File: src/rtl/bj_pkg.sv
// Shared types and constants for the BlackJack agent: card layout, action and
// reward encodings, observation field offsets and the agent state enum.
package bj_pkg;

    localparam int CARD_WL             = 4;
    localparam int PLAYER_MAX_CARD_NUM = 21;
    localparam int DEALER_MAX_CARD_NUM = 17;
    localparam int MAX_SUM             = 31;
    localparam int SUM_WL              = 5;
    localparam int PLAYER_BITS         = PLAYER_MAX_CARD_NUM * CARD_WL;

    localparam int SUM_LSB   = 5;
    localparam int DCARD_LSB = 1;
    localparam int ACE_BIT   = 0;

    localparam logic ACT_HIT   = 1'b1;
    localparam logic ACT_STICK = 1'b0;

    localparam logic [1:0] RWD_WIN  = 2'b01;
    localparam logic [1:0] RWD_LOSE = 2'b11;
    localparam logic [1:0] RWD_DRAW = 2'b00;
    localparam logic [1:0] RWD_ERR  = 2'b10;

    typedef enum logic [2:0] {
        ST_IDLE,
        ST_LOAD,
        ST_DECIDE,
        ST_STEP,
        ST_GAP,
        ST_FINISH
    } agent_state_e;

    function automatic logic [SUM_WL-1:0] sat_sum(input logic [8:0] total);
        if (total > 9'(MAX_SUM)) begin
            return SUM_WL'(MAX_SUM);
        end
        return total[SUM_WL-1:0];
    endfunction

endpackage

File: src/rtl/bj_hand_sum.sv
// Combinational player hand total: sums up to 21 packed 4-bit cards, promotes
// one ace to 11 when that keeps the hand at or below 21, saturates at 31.
module bj_hand_sum
    import bj_pkg::*;
(
    input  logic [PLAYER_BITS-1:0] i_cards,
    output logic [SUM_WL-1:0]      o_sum,
    output logic                   o_usable_ace
);

    logic [8:0] raw_total;
    logic       has_ace;

    always_comb begin
        raw_total = '0;
        has_ace   = 1'b0;
        for (int i = 0; i < PLAYER_MAX_CARD_NUM; i++) begin
            raw_total = raw_total + 9'(i_cards[i*CARD_WL +: CARD_WL]);
            if (i_cards[i*CARD_WL +: CARD_WL] == 4'd1) begin
                has_ace = 1'b1;
            end
        end
        o_usable_ace = has_ace && (raw_total <= 9'd11);
        o_sum        = sat_sum(o_usable_ace ? raw_total + 9'd10 : raw_total);
    end

endmodule

File: src/rtl/bj_agent_driver.sv
// Fixed-threshold BlackJack agent: loads dealt hands, steps the environment
// until each episode ends, tallies results. Define BJ_AGENT_WATCHDOG_EN for a per-step timeout.
module bj_agent_driver
    import bj_pkg::*;
#(
    parameter int STA_WL       = 160,
    parameter int ACT_WL       = 1,
    parameter int OBS_WL       = 32,
    parameter int RWD_WL       = 2,
    parameter int STICK_THRESH = 17,
    parameter int EP_WL        = 16,
    parameter int TIMEOUT      = 255
) (
    input  logic              i_clk,
    input  logic              i_rst,
    input  logic              i_start,
    input  logic [EP_WL-1:0]  i_num_episodes,
    input  logic              i_init_valid,
    output logic              o_init_ready,
    input  logic [STA_WL-1:0] i_init_sta,
    output logic              o_env_ena,
    output logic [STA_WL-1:0] o_env_sta,
    output logic [ACT_WL-1:0] o_env_act,
    input  logic [STA_WL-1:0] i_env_sta,
    input  logic [OBS_WL-1:0] i_env_obs,
    input  logic [RWD_WL-1:0] i_env_rwd,
    input  logic              i_env_done,
    input  logic              i_env_valid,
    output logic [EP_WL-1:0]  o_wins,
    output logic [EP_WL-1:0]  o_losses,
    output logic [EP_WL-1:0]  o_draws,
    output logic [EP_WL-1:0]  o_errors,
    output logic              o_busy,
    output logic              o_batch_done
);

    localparam logic [SUM_WL:0] THRESH = (SUM_WL+1)'(STICK_THRESH);

    function automatic logic [EP_WL-1:0] sat_inc(input logic [EP_WL-1:0] v);
        return (&v) ? v : v + 1'b1;
    endfunction

    agent_state_e      state_q;
    logic [EP_WL-1:0]  rem_q, rem_dec_d;
    logic [STA_WL-1:0] sta_q;
    logic [SUM_WL-1:0] sum_q;
    logic [ACT_WL-1:0] act_q, act_d;
    logic              done_q;
    logic              ena_q, init_ready_q, busy_q, batch_done_q;
    logic [EP_WL-1:0]  wins_q, losses_q, draws_q, errors_q;
    logic [EP_WL-1:0]  wins_d, losses_d, draws_d, errors_d;

    logic [SUM_WL-1:0] init_sum;
    logic              init_ace;

    bj_hand_sum u_hand_sum (
        .i_cards      (i_init_sta[PLAYER_BITS-1:0]),
        .o_sum        (init_sum),
        .o_usable_ace (init_ace)
    );

`ifdef BJ_AGENT_WATCHDOG_EN
    localparam int WD_WL = $clog2(TIMEOUT + 1);
    logic [WD_WL-1:0] wdog_q;
`else
    localparam int unused_timeout = TIMEOUT;
`endif

    // Dealer cards, dealer-card and ace obs fields are not needed by this policy.
    logic unused_bits;
    assign unused_bits = ^{i_init_sta[STA_WL-1:PLAYER_BITS], init_ace,
                           i_env_obs[OBS_WL-1:SUM_LSB+SUM_WL], i_env_obs[SUM_LSB-1:0]};

    always_comb begin
        act_d     = ({1'b0, sum_q} < THRESH) ? ACT_WL'(ACT_HIT) : ACT_WL'(ACT_STICK);
        rem_dec_d = (rem_q == '0) ? '0 : rem_q - 1'b1;
        wins_d    = wins_q;
        losses_d  = losses_q;
        draws_d   = draws_q;
        errors_d  = errors_q;
        if (i_env_done) begin
            case (i_env_rwd)
                RWD_WIN:  wins_d   = sat_inc(wins_q);
                RWD_LOSE: losses_d = sat_inc(losses_q);
                RWD_DRAW: draws_d  = sat_inc(draws_q);
                default:  errors_d = sat_inc(errors_q);
            endcase
        end
    end

    always_ff @(posedge i_clk) begin
        if (i_rst) begin
            state_q      <= ST_IDLE;
            rem_q        <= '0;
            sta_q        <= '0;
            act_q        <= '0;
            done_q       <= 1'b0;
            ena_q        <= 1'b0;
            init_ready_q <= 1'b0;
            busy_q       <= 1'b0;
            batch_done_q <= 1'b0;
            wins_q       <= '0;
            losses_q     <= '0;
            draws_q      <= '0;
            errors_q     <= '0;
`ifdef BJ_AGENT_WATCHDOG_EN
            wdog_q       <= '0;
`endif
        end else begin
            batch_done_q <= 1'b0;
            unique case (state_q)
                ST_IDLE: begin
                    if (i_start) begin
                        rem_q    <= i_num_episodes;
                        wins_q   <= '0;
                        losses_q <= '0;
                        draws_q  <= '0;
                        errors_q <= '0;
                        busy_q   <= 1'b1;
                        if (i_num_episodes == '0) begin
                            state_q      <= ST_FINISH;
                            batch_done_q <= 1'b1;
                        end else begin
                            state_q      <= ST_LOAD;
                            init_ready_q <= 1'b1;
                        end
                    end
                end
                ST_LOAD: begin
                    if (i_init_valid) begin
                        sta_q        <= i_init_sta;
                        sum_q        <= init_sum;
                        init_ready_q <= 1'b0;
                        state_q      <= ST_DECIDE;
                    end
                end
                ST_DECIDE: begin
                    act_q   <= act_d;
                    ena_q   <= 1'b1;
                    state_q <= ST_STEP;
`ifdef BJ_AGENT_WATCHDOG_EN
                    wdog_q  <= '0;
`endif
                end
                // sta/act stay frozen here: any change would restart the env's dealer round.
                ST_STEP: begin
                    if (i_env_valid) begin
                        sta_q    <= i_env_sta;
                        sum_q    <= i_env_obs[SUM_LSB +: SUM_WL];
                        done_q   <= i_env_done;
                        wins_q   <= wins_d;
                        losses_q <= losses_d;
                        draws_q  <= draws_d;
                        errors_q <= errors_d;
                        if (i_env_done) begin
                            rem_q <= rem_dec_d;
                        end
                        ena_q   <= 1'b0;
                        state_q <= ST_GAP;
                    end
`ifdef BJ_AGENT_WATCHDOG_EN
                    else if (wdog_q == WD_WL'(TIMEOUT - 1)) begin
                        errors_q <= sat_inc(errors_q);
                        done_q   <= 1'b1;
                        rem_q    <= rem_dec_d;
                        ena_q    <= 1'b0;
                        state_q  <= ST_GAP;
                    end else begin
                        wdog_q <= wdog_q + 1'b1;
                    end
`endif
                end
                ST_GAP: begin
                    if (!done_q) begin
                        state_q <= ST_DECIDE;
                    end else if (rem_q != '0) begin
                        state_q      <= ST_LOAD;
                        init_ready_q <= 1'b1;
                    end else begin
                        state_q      <= ST_FINISH;
                        batch_done_q <= 1'b1;
                    end
                end
                ST_FINISH: begin
                    busy_q  <= 1'b0;
                    state_q <= ST_IDLE;
                end
                default: state_q <= ST_IDLE;
            endcase
        end
    end

    assign o_init_ready = init_ready_q;
    assign o_env_ena    = ena_q;
    assign o_env_sta    = sta_q;
    assign o_env_act    = act_q;
    assign o_wins       = wins_q;
    assign o_losses     = losses_q;
    assign o_draws      = draws_q;
    assign o_errors     = errors_q;
    assign o_busy       = busy_q;
    assign o_batch_done = batch_done_q;

endmodule
File: config.mk
export PLATFORM = sky130hd
export DESIGN_NAME = bj_agent_driver
export DESIGN_NICKNAME = d
export VERILOG_FILES = /design/src/rtl/bj_pkg.sv /design/src/rtl/bj_hand_sum.sv /design/src/rtl/bj_agent_driver.sv
export SDC_FILE = /design/constraint.sdc
export NUM_CORES = 1
export LEC_CHECK = 0
export BUFFER_PORTS_ARGS = -buffer_cell sky130_fd_sc_hd__buf_2
export CAP_MARGIN = 20
export CORE_AREA = 2 2 237 239
export DETAILED_ROUTE_END_ITERATION = 6
export DIE_AREA = 0 0 239 241
export PLACE_DENSITY = 0.49
export SLEW_MARGIN = 20
export SYNTH_ARGS = -nofsm -noshare
export SYNTH_HDL_FRONTEND = slang
export SYNTH_SLANG_ARGS = --single-unit
File: constraint.sdc
create_clock -name i_clk -period 8.99 [get_ports i_clk]
set_input_delay 1.798 -clock i_clk [delete_from_list [all_inputs] [get_ports i_clk]]
set_output_delay 1.798 -clock i_clk [all_outputs]
set_load 0.01 [all_outputs]
==> flow_summary_export.csv <==
group,metric,value,unit
run_status,outcome,"finished, final reports clean",
synth,synth_area,14280,µm²
power_and_ir_drop,p_sw,0.002516,W
placed_design,hpwl,39550,µm
sta,fin_crit,7.874,ns
global_routing,antenna_found_initial,7,
setup_path,crit_chain,"buf_2 > ha_1 > inv_1 > fa_1 > inv_1 > fa_1 > fa_1 > fa_1 > fa_1 > inv_1 > fa_1 > fa_1 > inv_1 > ha_1 > fa_1 > inv_1 > ha_1 > nor3b_1 > nor2_1 > o221ai_1 > or4b_1 > and3_1",
placed_design,finalWeightedCongestion,0.8094,
power_and_ir_drop,pwr-share-seq,0.216,
die,core,54880,µm²
synth,synth_nets,2214,
power_and_ir_drop,p_comb_frac,0.556,
setup_path,ff2ff_path_depth,7,
min_path,hold_end,"o_env_act$_SDFFE_PP0P_",
die,die_w,239,µm
power_and_ir_drop,p_int,0.003575,W
setup_path,cp_num_buf_inv,6,
synth,synth_cell_types,60,
global_routing,track_usage,0.1738,
finish,final_nets,2720,
setup_path,crit_fanout,6,
detailed_routing,vias,14371,
sta,fin_crit_sh,0.8759,
setup_path,endpoint_kind,"flop",
power_and_ir_drop,sw_frac_of_total,0.4130,
min_path,min_path_type,"reg2reg",
power_and_ir_drop,powerDensity,322.7,nW/µm²
clocking,h-tree-depth,2,
global_routing,grt_max_degree,176,
finish,area_growth,32.15,%
setup_path,rrSetupSlack,5.40,ns
synth,synthArstFlopShare,0,
die,dieArea,57600,µm²
setup_path,cp_slowest_stage_delay,0.61,ns
global_routing,grt_pass1_wl,79290,µm
die,start_util,0.2603,
power_and_ir_drop,clkPwrFrac,0.228,
detailed_routing,route.detailed.drc,0,
min_path,hold_start,"sum_q[4]$_DFFE_PP_",
placed_design,portBuffers,577,
synth,synth.area.top_cells,"dfxtp_1, fa_1, a311oi_1, nand2_1, nor2_1",
sta,hold_viol_final,0,
sta,final_max_slew_viol_count,0,
sta,rsz0062_at_grt,"false",
clocking,clkTransAtPathRegs,0.06,ns
finish,drive_above_1_share,0.2976,
global_routing,grt_overflow,0,
sta,tns,0,ns
synth,synth.most_common_cell,"nand2_1",
synth,synth_edf_count,5,
run,drv_cap,0,
clocking,cts_tree,"yes",
setup_path,start_kind,"input pin",
clocking,holdBufCountCts,0,
detailed_routing,viasPerCell,4.829,
clocking,clockBufferDepth,3,
sta,worst_pin_slew,1.071,ns
synth,syn-instance-count,1737,
sta,relSlewSlack,0.2860,
detailed_routing,drtAntennaViolNets,0,
synth,yosysTopAreaCellShare,0.3490,
clocking,root_buffer,"clkbuf_16",
synth,ys_seq_area_frac,0.3595,
synth,synth_top_cell_by_area,"dfxtp_1",
placed_design,placedCellCount,2910,
setup_path,cp.required,9.29,ns
setup_path,arrival,8.17,ns
detailed_routing,drt_wl_total,53000,µm
setup_path,worstReg2RegStart,"state_q[2]$_SDFFE_PP0P_",
min_path,holdPathStages,1,
synth,avgSynthCellArea,8.222,µm²
setup_path,cpMostUsedCell,"fa_1",
detailed_routing,post_drt_wl_per_cell,17.81,µm
power_and_ir_drop,p_leak,8.233,nW
power_and_ir_drop,irDropWorstVdd,811.5,µV
clocking,cts_buffers,35,
die,rows,86,
synth,yosys_warnings,0,
die,die_h,241,µm
clocking,clock_latency,0.56,ns
finish,fillers,5828,
sta,max_freq,127.0,MHz
global_routing,first_global_vias,13976,
sta,fin_worst_skew,0.03114,ns
setup_path,cpMaxStageDelayCell,"fa_1",
clocking,ctsResizeCount,0,
finish,stdcell_count,2976,
clocking,cts_setup_buffers,0,
detailed_routing,drt_iter0_drc,689,
detailed_routing,drtPass1Iterations,5,
synth,synth-seq-cells,254,
die,num_io_pins,605,
setup_path,r2r-end,"o_errors[14]$_SDFFE_PP0P_",
setup_path,path_delay_family,"adder cells",
synth,synthFlopType,"dfxtp_1",
sta,setup_violations,0,
clocking,cts.sinks,254,
setup_path,crit_type,"in2reg",
synth,yosys-top-cells-count,"nand2_1, nor2_1, dfxtp_1",
cells by family (layout without fill, tap and decap cells):
| logic type | count (synthesis) | count (layout) | share of synthesized area |
|---|---|---|---|
| AOI/OAI and AO/OA | 292 | 292 | 0.1643 |
| xor gates and xnor gates | 70 | 70 | 0.04293 |
| adders and majority gates | 101 | 101 | 0.1279 |
| buffers and inverters | 230 | 758 | 0.06185 |
| DFF | 254 | 254 | 0.3595 |
| muxes | 9 | 9 | 0.006308 |
| other | 0 | 7 | 0 |
| and+or+nand+nor | 781 | 781 | 0.2371 |
flip-flops by register name, indices dropped and copies added, names as in the netlist:
register      count
sum_q             5
o_init_ready      1
o_batch_done      1
o_env_ena         1
rem_q            16
state_q           3
o_losses         16
done_q            1
o_busy            1
o_env_act         1
o_errors         16
o_wins           16
o_env_sta       160
o_draws          16
area by class of cell:
cell class / instances / area (µm²) / share of cell area
timing repair buffer: 591 / 3012 / 0.1596
inverter: 108 / 405.4 / 0.02148
sequential: 254 / 5135 / 0.2721
multi-input combinational: 1253 / 8293 / 0.4394
clock buffer: 50 / 992.2 / 0.05257
clock inverter: 9 / 138.9 / 0.007358
tap: 704 / 880.8 / 0.04667
antenna: 7 / 17.52 / 0.0009281
worst max path at each step:
stage / endpoint / slack, ns / start / cells past startpoint
2_1_floorplan: sum_q[3]$_DFFE_PP_ / 1.02 / i_init_sta[0] / 21
5_1_grt: sum_q[3]$_DFFE_PP_ / 0.85 / i_init_sta[0] / 22
3_5_place_dp: sum_q[3]$_DFFE_PP_ / 0.53 / i_init_sta[0] / 22
6_report: sum_q[3]$_DFFE_PP_ / 1.12 / i_init_sta[0] / 22
3_3_place_gp: sum_q[3]$_DFFE_PP_ / 0.58 / i_init_sta[0] / 22
4_1_cts: sum_q[3]$_DFFE_PP_ / 1.12 / i_init_sta[0] / 22
stage by stage:
stage | instance area, µm² | power (W) | util | hold WS [ns] | setup WS, ns
after floorplan | 14280 | 0.004026 | - | 0.4168 | 1.020
after global placement | 17710 | 0.004650 | 0.3227 | 0.4468 | 0.5761
after detailed placement | 17720 | 0.004732 | 0.3229 | 0.4294 | 0.5324
after CTS | 18850 | 0.006163 | 0.3435 | 0.4341 | 1.123
after global routing | 18860 | 0.006639 | 0.3438 | 0.4616 | 0.8497
final | 18870 | 0.006091 | 0.3439 | 0.4420 | 1.116
layer usage:
| metal | vias to the layer above | GRT usage | share of wire | wire (µm) |
|---|---|---|---|---|
| li1 | 7007 | - | - | - |
| met1 | 6888 | 0.2158 | 0.42 | 22270 |
| met2 | 411 | 0.3018 | 0.50 | 26400 |
| met3 | 63 | 0.03729 | 0.061 | 3223 |
| met4 | 2 | 0.05133 | 0.021 | 1099 |
| met5 | - | 0 | 0.00017 | 9 |
cell usage in the layout, fill, tap and decap left out, drive strengths merged, types with 3 or more instances in the layout:
| master | instances |
|---|---|
| buf | 591 |
| nand2 | 362 |
| nor2 | 257 |
| dfxtp | 249 |
| a311oi | 162 |
| inv | 109 |
| fa | 75 |
| xnor2 | 60 |
| clkbuf | 50 |
| a21oi | 41 |
| nand3 | 30 |
| nor3 | 27 |
| ha | 26 |
| nor4b | 22 |
| nor4 | 21 |
| o21ai | 17 |
| a31oi | 15 |
| nand4 | 13 |
| a22oi | 13 |
| a211oi | 12 |
| or3 | 11 |
| xor2 | 10 |
| mux2i | 9 |
| a2111oi | 9 |
| diode | 7 |
| or2 | 6 |
| and4 | 6 |
| nor2b | 5 |
| nand2b | 5 |
| edfxtp | 5 |
| clkinv | 5 |
| a21o | 4 |
| and3 | 4 |
| o31ai | 4 |
| nand3b | 3 |
| o22ai | 3 |
| a21boi | 3 |
| nor3b | 3 |
power groups by stage:
| stage | Clock [W] | Combinational, W | Sequential [W] |
|---|---|---|---|
| floorplan | 0 | 0.00267 | 0.00136 |
| global placement | 0 | 0.00331 | 0.00134 |
| detailed placement | 0 | 0.00339 | 0.00134 |
| CTS | 0.00144 | 0.00341 | 0.00132 |
| global route | 0.00148 | 0.00383 | 0.00133 |
| finish | 0.00139 | 0.00339 | 0.00132 |
worst register-to-register path: cells and delay by family (launching register included):
kind	cells	cell delay, ns
AO/OA/AOI/OAI	2	1.09
flip-flops	1	0.88
AND/OR/NAND/NOR	3	0.82
buffers and inverters	1	0.49
XOR/XNOR	1	0.17
Note: power is estimated with default switching activity, not from simulation.
